[config.mk]
export PLATFORM = sky130hd
export DESIGN_NAME = writeback_unit
export DESIGN_NICKNAME = d
export VERILOG_FILES = /design/src/rtl/writeback_unit.sv
export SDC_FILE = /design/constraint.sdc
export NUM_CORES = 1
export LEC_CHECK = 0
export ABC_AREA = 1
export CORE_MARGIN = 4
export CORE_UTILIZATION = 48
export CTS_BUF_LIST = sky130_fd_sc_hd__clkbuf_2
export DETAILED_ROUTE_END_ITERATION = 16
export PLACE_DENSITY_LB_ADDON = 0.08
export SLEW_MARGIN = 20
export SYNTH_ARGS = -nofsm -noshare
export SYNTH_HDL_FRONTEND = slang
export SYNTH_SLANG_ARGS = --single-unit
[constraint.sdc]
create_clock -name clk -period 2.1 [get_ports clk]
set_input_delay 0.42 -clock clk [delete_from_list [all_inputs] [get_ports clk]]
set_output_delay 0.42 -clock clk [all_outputs]
set_load 0.005 [all_outputs]
[src/rtl/writeback_unit.sv]
// RV32I writeback: load extraction, registered 1-cycle regfile write pulse; WB_BYPASS_EN adds operand bypass.
// ALU result written 1 cycle after accept, loads 1 cycle after mem_rvalid; in_ready low while a load waits.
module writeback_unit #(
  parameter int unsigned MEM_TIMEOUT = 15
) (
  input  logic        clk,
  input  logic        reset,
`ifdef WB_BYPASS_EN
  input  logic [4:0]  rs1_addr,
  input  logic [4:0]  rs2_addr,
  input  logic [31:0] rs1_file_data,
  input  logic [31:0] rs2_file_data,
  output logic [31:0] rs1_data,
  output logic [31:0] rs2_data,
`endif
  input  logic        in_valid,
  output logic        in_ready,
  input  logic [4:0]  in_rd_addr,
  input  logic        in_reg_write,
  input  logic [31:0] in_result,
  input  logic        in_is_load,
  input  logic [2:0]  in_funct3,
  input  logic [1:0]  in_addr_lo,
  input  logic [31:0] mem_rdata,
  input  logic        mem_rvalid,
  output logic [4:0]  rd_addr,
  output logic [31:0] rd_data,
  output logic        reg_write_enable,
  output logic [1:0]  err_code,
  input  logic        err_clear
);

  localparam logic [7:0] TIMEOUT_CNT = 8'(MEM_TIMEOUT);

  typedef enum logic {IDLE, WAIT_MEM} state_t;

  state_t      state, state_nxt;
  logic [7:0]  cnt, cnt_nxt;
  logic [4:0]  ld_rd;
  logic [2:0]  ld_f3;
  logic [1:0]  ld_lo;
  logic        ld_we;
  logic        latch_ld;
  logic [4:0]  rd_addr_nxt;
  logic [31:0] rd_data_nxt;
  logic        we_nxt;
  logic [1:0]  err_new;

  function automatic logic load_bad(input logic [2:0] f3, input logic [1:0] lo);
    case (f3)
      3'b001, 3'b101: load_bad = (lo == 2'd3);
      3'b010:         load_bad = (lo != 2'd0);
      3'b011, 3'b110, 3'b111: load_bad = 1'b1;
      default:        load_bad = 1'b0;
    endcase
  endfunction

  function automatic logic [31:0] extract(input logic [2:0] f3, input logic [1:0] lo,
                                          input logic [31:0] w);
    logic [7:0]  b;
    logic [15:0] h;
    b = w[{lo, 3'b000} +: 8];
    h = lo[1] ? w[31:16] : w[15:0];
    case (f3)
      3'b000:  extract = {{24{b[7]}}, b};
      3'b100:  extract = {24'd0, b};
      3'b001:  extract = {{16{h[15]}}, h};
      3'b101:  extract = {16'd0, h};
      default: extract = w;
    endcase
  endfunction

  assign in_ready = (state == IDLE);

  always_comb begin
    state_nxt   = state;
    cnt_nxt     = cnt;
    rd_addr_nxt = rd_addr;
    rd_data_nxt = rd_data;
    we_nxt      = 1'b0;
    err_new     = 2'b00;
    latch_ld    = 1'b0;
    case (state)
      IDLE: begin
        if (in_valid) begin
          if (!in_is_load) begin
            rd_addr_nxt = in_rd_addr;
            rd_data_nxt = in_result;
            we_nxt      = in_reg_write & (|in_rd_addr);
          end else if (load_bad(in_funct3, in_addr_lo)) begin
            err_new = 2'b10;
          end else begin
            latch_ld  = 1'b1;
            cnt_nxt   = 8'd0;
            state_nxt = WAIT_MEM;
          end
        end
      end
      WAIT_MEM: begin
        // rvalid is checked before the timeout so a last-cycle response still writes
        if (mem_rvalid) begin
          rd_addr_nxt = ld_rd;
          rd_data_nxt = extract(ld_f3, ld_lo, mem_rdata);
          we_nxt      = ld_we & (|ld_rd);
          state_nxt   = IDLE;
        end else if (cnt == TIMEOUT_CNT) begin
          err_new   = 2'b01;
          cnt_nxt   = 8'd0;
          state_nxt = IDLE;
        end else begin
          cnt_nxt = cnt + 8'd1;
        end
      end
      default: state_nxt = IDLE;
    endcase
  end

  always_ff @(posedge clk or posedge reset) begin
    if (reset) begin
      state            <= IDLE;
      cnt              <= 8'd0;
      ld_rd            <= 5'd0;
      ld_f3            <= 3'd0;
      ld_lo            <= 2'd0;
      ld_we            <= 1'b0;
      rd_addr          <= 5'd0;
      rd_data          <= 32'd0;
      reg_write_enable <= 1'b0;
      err_code         <= 2'b00;
    end else begin
      state            <= state_nxt;
      cnt              <= cnt_nxt;
      rd_addr          <= rd_addr_nxt;
      rd_data          <= rd_data_nxt;
      reg_write_enable <= we_nxt;
      if (latch_ld) begin
        ld_rd <= in_rd_addr;
        ld_f3 <= in_funct3;
        ld_lo <= in_addr_lo;
        ld_we <= in_reg_write;
      end
      if (err_clear)
        err_code <= 2'b00;
      else if (err_new != 2'b00)
        err_code <= err_new;
    end
  end

`ifdef WB_BYPASS_EN
  assign rs1_data = (reg_write_enable && rd_addr != 5'd0 && rd_addr == rs1_addr) ? rd_data : rs1_file_data;
  assign rs2_data = (reg_write_enable && rd_addr != 5'd0 && rd_addr == rs2_addr) ? rd_data : rs2_file_data;
`endif

endmodule

* Yosys cells after proc, flatten, opt, wreduce, memory -nomap -nowiden
Index checks and enable logic that the tools add are counted.
** Word-level totals
- Register bits after elaboration :: 60
- Output and inout bits :: 41
- Word-level logic and storage cells :: 81
** Operators by class
- Add/sub/neg operators :: 1
- Eq/ne operators :: 17
- Shift-type cells :: 1
- Mux-type cells :: 39
- Bitwise gates (word level) :: 3
- Reductions and logical operators :: 10
** Operators with widths (number)
- $pmux W32 S4 :: 1
- $mux W32 :: 3
- $pmux W32 S2 :: 1
- $mux W8 :: 5
- $shiftx A32 B6 Y8 :: 1
- $mux W16 :: 1
- $pmux W8 S2 :: 1
- $eq A3 B3 Y1 const B :: 5
- $mux W5 :: 3
- $mux W1 :: 14
- $mux W2 :: 5
- $ne A2 B2 Y1 const B :: 5
- $pmux W5 S2 :: 1
- $reduce_or A5 Y1 :: 2
- $add A8 B1 Y8 const B :: 1
- $eq A8 B4 Y1 const B :: 1
- $eq A3 B1 Y1 const B :: 2
- $eq A3 B2 Y1 const B :: 2
- $reduce_bool A2 Y1 :: 3
- $pmux W1 S2 :: 2
- $pmux W2 S2 :: 1
- $reduce_and A4 Y1 :: 1
- $logic_not A3 Y1 :: 1
- $pmux W1 S3 :: 1
- other kinds (7) :: 8

* Depth between registers and ports, before layout
- Word-level depth :: 13
- Mapped depth :: 9
- Depth with buffers taken out :: 8

* Worst setup path after synthesis
No wires, ideal clock.
- Path type :: flip-flop to flip-flop
- Start :: register state
- End :: register rd_data[5]
- Library setup time :: 0.124 ns
- Arrival time :: 1.206 ns
- Required time :: 1.976 ns
- Setup slack :: 0.770 ns
- Cell stages (with the launch flop) :: 9
- Period minus slack after synthesis :: 1.330 ns
- Path through :: dfrtp_1 buf_6 nand2_2 inv_1 nor2_4 inv_2 buf_4 o211ai_1 nand2_1
** On the way
- Cells in the longest elaborated chain, start to end :: 3
** RTL lines
- start: declaration :: line 37 : state_t state, state_nxt;
- start signal: assignment :: line 131 : state <= state_nxt;
- $not A1 Y1
- $ne A2 B2 Y1 (no source line)
- $reduce_and A3 Y1 (no source line)
- end signal: assignment :: line 134 : rd_data <= rd_data_nxt;
- end: declaration :: line 27 : output logic [31:0] rd_data,
Several ways; a longest one is shown, not always the timed one.
A chain may end at the register's enable or synchronous reset.

* Worst setup path after layout
- Start :: register state
- End :: output port in_ready
** On the way
- Cells in the longest elaborated chain, start to end :: 1
** RTL lines
- $not A1 Y1
- end: declaration :: line 17 : output logic in_ready,
No other way between the ends.

==> impl_results.md <==
- Worst path max stage delay: 0.52 ns
- Gate Count Post-Synth: about 540
- CTS tree: built
- Slowest cell on crit path: clkdlybuf4s50_1
- Max Cap Viol: 0
- Most common cell after layout, fill and taps aside: nand2_1
- DR top layer: met4
- Worst setup SP type: flip-flop
- Inserted Clock Buffers: 9
- Die height: roughly 95 um
- Met1 WL: ~4.7 mm
- Syn Area/Cell: 6.68 sq um
- Final Max Slew Viols: 0
- Syn nets: around 630
- Peak supply drop: 389 uV
- Post-layout net count: ~750
- RSZ-0062 raised after global routing: false
- WP data arrival: ~1.6 ns
- Core area: 0.00729 sq mm
- Die area: between 0.009 and 0.01 sq mm
- Lkg Pwr: ~0.0025 uW
- Crit path time final: around 2.0 ns
- DR vias/cell: 5.25
- Warning count from the yosys run: 0
- Largest net degree at the start of global routing: 34
- Vias in the first global route: 3956
- Worst Path Required: around 1.7 ns
- Met2 routed WL: 5.81 mm
- Total chip power: between 3000 and 4000 uW
- DR WL/cell: roughly 15 um
- Final worst slack: approximately 0.063 ns
- Filler cells: roughly 670
- Boundary pin count: 122
- CTS Sinks: 60
- Critical Path, Cell by Cell: inv_4 -> clkdlybuf4s50_1
- Drt drc: 0
- First-pass GRT wire length: 18.2 mm
- Worst-path clk slew: between 0.15 and 0.2 ns
- Distinct cells, synth: 27
- Fmax: 0.491 GHz
- Ant. Diodes: 0
- FF+latch count, synth: 60
- GRT Residual Overflow: 0
- Final Wtd Congestion: approximately 0.95
- Drt first pass iters: 5
- Total Routed Length: between 10 and 15 mm
- Setup WS pre-CTS: between 0.2 and 0.25 ns
- Slew headroom: approximately 65%
- Final setup TNS: 0 ns
- Commonest cells after routing, fill and taps aside: 205 x nand2_1, 121 x clkdlybuf4s50_1, 60 x dfrtp_1, 56 x nand3_1
- Worst clock skew: ~0.031 ns
- CTS root buf: clkbuf_2
- Hold WS: between 0.2 and 0.25 ns
- Met3 wire len: approximately 790 um
- Buf/Inv on CP: 2
- Post-DRT Antenna Nets: 0
- Worst skew pair latency: about 0.51 ns
- Slew @ Worst Pin: 0.518 ns
- Crit-path leading delay family: buffers and inverters
- Crit end category: primary output
- Status: finished clean
- Detail Placement HPWL: 8.65 mm
- Sequential area share after synthesis: approximately two fifths
- GRT Resource Usage Total: about 26%
- Area Overhead vs Synth: 38.8%
- Setup CP Type: flip-flop to primary output
- Clock Tree Buf Depth: 2
- Die Width: between 90 and 100 um
- Starting Density: roughly 50%
- Final hold vios: 0
- Initial antenna violation count: 0
- Final setup viols: 0
- Fraction of layout cells with a size suffix above 1: about 6%
- Netlist Area Pre-Place: around 0.0036 sq mm
- Hold WC Path Type: input port to asynchronous set/reset pin
- Via Count: between 4k and 5k
- Cell Rows: 31
- 1st-iter DRT viols: 215
- Fin crit share: a little over nine tenths
- Power Density: about 730 mW/mm^2
- Max FO, Critical Path: 10
- H-tree depth: 3
- Port bufs: about 120
## synth_stat cells
master      n  area, sq um
nand2_1   205          769
dfrtp_1    60         1500
nand3_1    56          280
a21oi_1    47          235
nor2_1     47          176
inv_1      42          158
o21ai_0    27          135
buf_2      13         65.1
clkbuf_1    7         26.3
a31oi_1     5         31.3
inv_2       5         18.8
buf_6       3         33.8
nand2_2     3         18.8
nand4_1     3         18.8
nor2_4      3         33.8
nor3_1      3         15.0
o21ai_1     3         15.0
buf_4       2         15.0
xor2_1      2         17.5
a21o_1      1         7.51
buf_1       1         3.75
ha_1        1         12.5
nor2_2      1         6.26
nor3_4      1         16.3
o211a_1     1         10.0
o211ai_1    1         7.51
or2_1       1         6.26
## per-stage QoR
step / instance area [sq um] / cells / utilization (%)
after floorplan: 3630 / 544 / -
after global placement: 4960 / 751 / 68.0
after detailed placement: 4960 / 751 / 68.0
after CTS: 5040 / 767 / 69.1
after global routing: 5040 / 767 / 69.2
final: 5040 / 767 / 69.2
## logic make-up (layout without fill, tap and decap cells)
group	count (synthesis)	after routing	synth area share (%)
buffers and inverters	73	197	8.81
AOI/OAI and AO/OA	85	85	12.2
and+or+nand+nor	323	323	36.9
xor gates and xnor gates	2	2	0.482
adders and majority gates	1	1	0.344
DFF	60	60	41.3
## per-layer routing
| layer | vias to the layer above | GRT usage [%] |
|---|---|---|
| li1 | 1979 | - |
| met1 | 1874 | 32.0 |
| met5 | - | 0 |
| met2 | 151 | 45.4 |
| met4 | 0 | 10.7 |
| met3 | 21 | 3.63 |
## flip-flops by register name, summed over array words and instances (netlist names)
register / flops
rd_data: 32
cnt: 8
ld_rd: 5
rd_addr: 5
ld_f3: 3
err_code: 2
ld_lo: 2
ld_we: 1
reg_write_enable: 1
state: 1
## power breakdown
group          switching [uW]  internal, uW  total, uW
logic                     758           756       1510
registers                 178          1390       1570
clock network             452           149        601
## layout make-up
cell class	instances	area, sq um	area share, %
Tap cell	99	124	2.46
Multi-Input combinational cell	411	1810	35.9
Inverter	47	179	3.55
Clock buffer	10	50.0	0.992
Sequential cell	60	1500	29.8
Timing Repair Buffer	134	1350	26.7
Clock inverter	6	31.3	0.620
## final timing paths
check,start,end,slack [ns],cells after the start
max reg2reg,ld_f3[1],rd_data[21],0.44,8
max,state,in_ready,0.06,2
min in group clk,err_clear,err_code[1],0.47,2
min,reset,rd_data[0],0.22,2
max in group asynchronous,reset,state,1.37,3
min reg2reg,rd_data[27],rd_data[27],0.50,2
## timing repair
action / 4_1_cts / 5_1_grt
hold buffers: 0 / 0
setup buffers: 0 / 0
endpoints found under the setup margin: 0 / 1
gates resized for setup: 0 / 1
Note: power is estimated with default switching activity, not from simulation.
